<file path="config.mk">
export PLATFORM = sky130hd
export DESIGN_NAME = positaccum_to_posit16_es2
export DESIGN_NICKNAME = d
export VERILOG_FILES = /design/src/rtl/positaccum_to_posit16_es2_pkg.sv /design/src/rtl/posit_round_rne.sv /design/src/rtl/positaccum_to_posit16_es2.sv
export SDC_FILE = /design/constraint.sdc
export NUM_CORES = 1
export LEC_CHECK = 0
export CAP_MARGIN = 25
export CORE_MARGIN = 2
export CORE_UTILIZATION = 61
export DETAILED_ROUTE_END_ITERATION = 8
export PLACE_DENSITY = 0.86
export SYNTH_ARGS = -nofsm -noshare
export SYNTH_HDL_FRONTEND = slang
export SYNTH_SLANG_ARGS = --single-unit
</file>
<file path="constraint.sdc">
create_clock -name clk -period 11 [get_ports clk]
set_input_delay 1.65 -clock clk [delete_from_list [all_inputs] [get_ports clk]]
set_output_delay 1.65 -clock clk [all_outputs]
set_load 0.02 [all_outputs]
</file>
<file path="src/rtl/positaccum_to_posit16_es2_pkg.sv">
// Shared definitions for the posit16 es=2 encoder: serialized accumulator
// layout, posit16 special encodings and the field-unpack helper.
package positaccum_to_posit16_es2_pkg;

  localparam int FBITS_ACCUM = 24;
  // {sgn, scale[7:0], fraction[FB-1:0], inf, zero}
  localparam int POSIT_SERIALIZED_WIDTH_ACCUM_ES2 = 1 + 8 + FBITS_ACCUM + 2;

  localparam logic [15:0] POSIT16_ES2_MAXPOS = 16'h7FFF;
  localparam logic [15:0] POSIT16_ES2_MINPOS = 16'h0001;
  localparam logic [15:0] POSIT16_ES2_NAR    = 16'h8000;
  localparam int          SCALE_MAX_P16E2    = 56;

  typedef struct packed {
    logic                   sgn;
    logic [7:0]             scale;
    logic [FBITS_ACCUM-1:0] frac;
    logic                   inf;
    logic                   zero;
  } accum_t;

  // Split a serialized accumulator word into its fields.
  function automatic accum_t unpack_accum(input logic [POSIT_SERIALIZED_WIDTH_ACCUM_ES2-1:0] d);
    return accum_t'(d);
  endfunction

endpackage

</file>
<file path="src/rtl/posit_round_rne.sv">
// Round-to-nearest-even on a posit body, clamped to [minpos, maxpos] so a
// finite value never rounds to zero or wraps into NaR.
module posit_round_rne #(
  parameter int W = 15
) (
  input  logic [W-1:0] body,
  input  logic         guard,
  input  logic         sticky,
  output logic [W-1:0] rounded
);

  logic         rnd_up;
  logic [W:0]   sum;

  assign rnd_up = guard & (sticky | body[0]);
  assign sum    = {1'b0, body} + {{W{1'b0}}, rnd_up};

  // Carry out of the body means past maxpos; an all-zero body means below minpos.
  always_comb begin
    rounded = sum[W-1:0];
    if (sum[W])
      rounded = {W{1'b1}};
    else if (sum[W-1:0] == '0)
      rounded = {{(W-1){1'b0}}, 1'b1};
  end

endmodule

</file>
<file path="src/rtl/positaccum_to_posit16_es2.sv">
// Encodes a serialized ES2 accumulator value into a 16-bit es=2 posit.
// Three register stages (classify, regime shift, round/sign) sharing one
// enable driven by the output handshake.
module positaccum_to_posit16_es2
  import positaccum_to_posit16_es2_pkg::*;
#(
  parameter int N  = 16,
  parameter int ES = 2,
  parameter int FB = FBITS_ACCUM
) (
  input  logic                                        clk,
  input  logic                                        rst,
  input  logic [POSIT_SERIALIZED_WIDTH_ACCUM_ES2-1:0] in_data,
  input  logic                                        in_valid,
  output logic                                        in_ready,
  output logic [N-1:0]                                out_posit,
  output logic                                        out_valid,
  input  logic                                        out_ready
);

  localparam int STAGES = 3;
  // {regime lead, regime stop, e, f} followed by room for a full-body shift
  localparam int SW = 2 + ES + FB + (N - 1);
  localparam logic signed [7:0] SCALE_HI = $signed(8'(SCALE_MAX_P16E2));
  localparam logic signed [7:0] SCALE_LO = -SCALE_HI;

  logic            en;
  logic [STAGES:1] vld_pipe;
  accum_t          in_f;

  // stage 1
  logic          s1_sgn, s1_rs, s1_sat_hi, s1_sat_lo, s1_inf, s1_zero;
  logic [3:0]    s1_shamt;
  logic [ES-1:0] s1_e;
  logic [FB-1:0] s1_frac;

  // stage 2
  logic          s2_sgn, s2_guard, s2_sticky, s2_sat_hi, s2_sat_lo, s2_inf, s2_zero;
  logic [N-2:0]  s2_body;

  logic signed [SW-1:0] sh_str;
  logic [N-2:0]         rounded, mag;
  logic [N-1:0]         posit_nxt;

  assign out_valid = vld_pipe[STAGES];
  assign en        = ~out_valid | out_ready;
  assign in_ready  = en;
  assign in_f      = unpack_accum(in_data);

  // Regime string: k>=0 gives k+1 ones then a zero, k<0 gives -k zeros then a
  // one. Arithmetic-shifting {rs, ~rs, e, f} by k (or ~k when negative) builds
  // it directly; k = scale >>> 2, so k's low bits are scale[5:2].
  assign sh_str = $signed({s1_rs, ~s1_rs, s1_e, s1_frac, {(N-1){1'b0}}}) >>> s1_shamt;

  posit_round_rne #(.W(N-1)) u_rnd (
    .body    (s2_body),
    .guard   (s2_guard),
    .sticky  (s2_sticky),
    .rounded (rounded)
  );

  // Saturation overrides rounding; specials override everything, sign ignored.
  always_comb begin
    mag = rounded;
    if (s2_sat_hi)      mag = POSIT16_ES2_MAXPOS[N-2:0];
    else if (s2_sat_lo) mag = POSIT16_ES2_MINPOS[N-2:0];
    posit_nxt = s2_sgn ? -{1'b0, mag} : {1'b0, mag};
    if (s2_inf)       posit_nxt = POSIT16_ES2_NAR;
    else if (s2_zero) posit_nxt = '0;
  end

  // Valid shift register; bubbles advance with the data.
  always_ff @(posedge clk or negedge rst) begin
    if (!rst)    vld_pipe <= '0;
    else if (en) vld_pipe <= {vld_pipe[STAGES-1:1], in_valid};
  end

  // Stage 1: latch fields, classify saturation, precompute regime shift.
  always_ff @(posedge clk or negedge rst) begin
    if (!rst) begin
      {s1_sgn, s1_rs, s1_sat_hi, s1_sat_lo, s1_inf, s1_zero} <= '0;
      s1_shamt <= '0;
      s1_e     <= '0;
      s1_frac  <= '0;
    end else if (en && in_valid) begin
      s1_sgn    <= in_f.sgn;
      s1_rs     <= ~in_f.scale[7];
      s1_shamt  <= in_f.scale[7] ? ~in_f.scale[5:2] : in_f.scale[5:2];
      s1_e      <= in_f.scale[ES-1:0];
      s1_frac   <= in_f.frac;
      s1_sat_hi <= $signed(in_f.scale) > SCALE_HI;
      s1_sat_lo <= $signed(in_f.scale) < SCALE_LO;
      s1_inf    <= in_f.inf;
      s1_zero   <= in_f.zero;
    end
  end

  // Stage 2: top N-1 bits are the body, next is guard, the rest fold to sticky.
  always_ff @(posedge clk or negedge rst) begin
    if (!rst) begin
      {s2_sgn, s2_guard, s2_sticky, s2_sat_hi, s2_sat_lo, s2_inf, s2_zero} <= '0;
      s2_body <= '0;
    end else if (en && vld_pipe[1]) begin
      s2_sgn    <= s1_sgn;
      s2_body   <= sh_str[SW-1 -: N-1];
      s2_guard  <= sh_str[SW-N];
      s2_sticky <= |sh_str[SW-N-1:0];
      s2_sat_hi <= s1_sat_hi;
      s2_sat_lo <= s1_sat_lo;
      s2_inf    <= s1_inf;
      s2_zero   <= s1_zero;
    end
  end

  // Stage 3: registered encoded posit; held while the consumer stalls.
  always_ff @(posedge clk or negedge rst) begin
    if (!rst)                    out_posit <= '0;
    else if (en && vld_pipe[2])  out_posit <= posit_nxt;
  end

endmodule

</file>
==> flow_summary.toml <==
[timing]
timing.fmax_mhz = 209
finalCritPeriodShare_pct = 43.5
hold_viol = 0
tns_ps = 0
setup_viol = 0
tightestPinTransition_ps = 988
clock_skew_ps = 16.8
period_needed_ps = 4790
grt_setup_unrepaired = "false"
report.final.slew_viol_count = 0
maxSlewHeadroom_pct = 34.2

[run_status]
status = "complete, no violations"

[setup_path]
start_kind = "input pin"
slowest_stage = "clkdlybuf4s50_1"
startpoint = "out_ready"
crit_family = "buffers and inverters"
cp-end-kind = "output port"
crit_type = "in -> out"
crit_buf_inv = 2
path_cells = "clkdlybuf4s50_1 -> nand2b_1 -> clkdlybuf4s50_1"
worst_path_most_repeated_cell = "clkdlybuf4s50_1"
slowest_delay_ps = 680
cp.required_ps = 9350
timing.rr.start = "s2_body[0]"
path_max_fanout = 8
worstPathArrival_ps = 3140

[yosys]
synth.area.top_cells = "dfrtp_1, mux2_2, o21ai_0"
ys_ff_latch = 77
ys_warn_count = 0
synth_area_um2 = 4920
synth_cell_type_count = 69
synth.top_cell.area_share_pct = 39.1
syn_area_per_cell_um2 = 9.45
seq_area_frac_synth_pct = 39.1
synth-edff-count = 0
synth_top_area_cell = "dfrtp_1"
syn_inst = 521
synthesis.nets = 563
ys.flop_type = "dfrtp_1"
synth_most_common_cell = "dfrtp_1"
yosys-top-cells-count = "dfrtp_1, nand2_1, mux2_2, o21ai_0, nor2_1"
async_flop_share_pct = 100

[layout]
drive_above_1_share_pct = 15.8
final_cells = 654
area_delta_synth_final_pct = 15.9
fillers = 553
fin_nets = 589
diodes = 0
register_area_um2 = 1930
fin_util_pct = 73.4
multiInputGateArea_um2 = 2740

[job]
max-cap-violations = 0

[detailed_routing]
drt-total-wl_um = 11500
dr.pass1.iters = 6
ant_nets = 0
routedWlPerCell_um = 17.6
route.vias.total = 4196
viasPerCell = 6.42
drtIter0Drc = 369
drc = 0

[clocking]
clock-sinks = 77
clk_path_buf_depth = 2
cts_tree = "built"
hold_buffers = 0
htreeDepth = 3
cts_setup_buffers = 0
cts_inserted_buffers = 9
clk_pin_slew_ps = 90
cts_resized = 0
cts_root_buf = "clkbuf_8"
clk_latency_ps = 360

[power_and_ir_drop]
peakVddDrop_mv = 0.116
p_leak_nw = 2.27
switching_share_pct = 44.1
clock_power_share_pct = 16.8
power_frac_comb_pct = 46.5
switching_power_mw = 0.664
seqPwrFrac_pct = 36.7
p_per_area_nw_per_um2 = 264
internal_power_mw = 0.841

[die]
core-area_um2 = 7770
die_height_um = 93.8
io_pins = 57
dieArea_um2 = 8810
die_x_um = 93.8
start_util_pct = 63.4
rows = 32

[placed_design]
place_inst = 636
io_buffers = 56
dp_hpwl_um = 8020
globalplace.congestion = 0.931

[worst_hold_path]
min-delay-start = "out_posit[15]"
min_path_type = "reg -> reg"

[grt]
antenna_found_initial = 0
grt_overflow_total = 0
groute.usage.overall_pct = 27.9
grt_pass1_wl_um = 19300
grt_pass1_vias = 4050
grt_max_degree = 78
metal layers:
layer | vias to the layer above | wire (um) | GRT usage, %
met3 | 32 | 507 | 3.53
met1 | 2047 | 5010 | 37.1
met2 | 152 | 5650 | 45.5
met4 | 0 | 316 | 13.4
li1 | 1965 | - | -
met5 | - | 0 | 0
state kept, by name, summed over array words and instances (netlist names), 2 cells and up:
signal / count
out_posit: 16
s1_e: 2
s1_frac: 24
s1_shamt: 4
s2_body: 15
vld_pipe: 3
power groups by stage:
stage,logic (mW),registers [mW],clock network [mW]
floorplan,0.579,0.472,0
global placement,0.656,0.543,0
detailed placement,0.680,0.551,0
CTS,0.687,0.547,0.256
global route,0.773,0.571,0.267
finish,0.701,0.552,0.253
tightest hold or removal path: stages (launching register included):
cell and delay (ps):
dfrtp_1 350, nand2_1 40, o21ai_0 60
per-stage QoR:
| step | hold WS [ps] | power, mW | area [um^2] | setup slack (ps) |
|---|---|---|---|---|
| 6_report | 485 | 1.51 | 5700 | 6210 |
| 5_1_grt | 513 | 1.61 | 5700 | 6200 |
| 4_1_cts | 493 | 1.49 | 5650 | 6230 |
| 3_5_place_dp | 466 | 1.23 | 5410 | 6250 |
| 3_3_place_gp | 463 | 1.20 | 5410 | 6290 |
| 2_1_floorplan | 436 | 1.05 | 4920 | 7290 |
cell usage in the layout, fill, tap and decap left out, types with 3 or more instances in the layout:
cell type | synthesis | final
dfrtp_1 | 77 | 77
nand2_1 | 55 | 55
clkdlybuf4s50_1 | 0 | 55
o21ai_0 | 48 | 48
mux2_2 | 48 | 48
nor2_1 | 30 | 30
a21oi_1 | 29 | 29
mux2i_1 | 21 | 21
xnor2_1 | 17 | 17
nand3_1 | 13 | 13
inv_1 | 11 | 11
nand4_1 | 9 | 9
clkbuf_8 | 0 | 9
or4_1 | 7 | 7
nor3_1 | 6 | 6
nor4_1 | 5 | 5
xor2_1 | 5 | 5
a211oi_1 | 5 | 5
and4_1 | 4 | 4
o211ai_1 | 4 | 4
o31ai_1 | 4 | 4
o21ai_1 | 4 | 4
nand2b_1 | 4 | 4
or3_1 | 4 | 4
and3_1 | 4 | 4
o21a_1 | 3 | 3
mux4_2 | 3 | 3
a31oi_1 | 3 | 3
a41oi_1 | 3 | 3
ha_1 | 3 | 3
final timing paths:
kind                       slack [ps]            end  depth (start not counted)
hold / removal                    490  out_posit[15]                          2
max in group asynchronous        9360    s1_frac[13]                          2
setup / recovery                 6210       in_ready                          3
setup reg to reg                 6910   out_posit[6]                         14
hold reg to reg                   490  out_posit[15]                          2
min in group asynchronous        1090     s2_body[1]                          1
final cells by class:
cell class                 count  share of cell area [%]
clock buffer                   9                    2.17
clock inverter                 7                    2.04
inverter                      12                   0.790
multi-input combinational    388                    48.1
sequential                    77                    33.8
tap                          102                    2.24
timing repair buffer          59                    10.9
logic make-up after synthesis:
family | synth area share [%]
and+or+nand+nor | 17.4
AOI/OAI and AO/OA | 17.0
DFF | 39.1
muxes | 16.6
buffers and inverters | 5.13
xor gates and xnor gates | 3.91
adders and majority gates | 0.762
(Power assumes the default switching activity.)
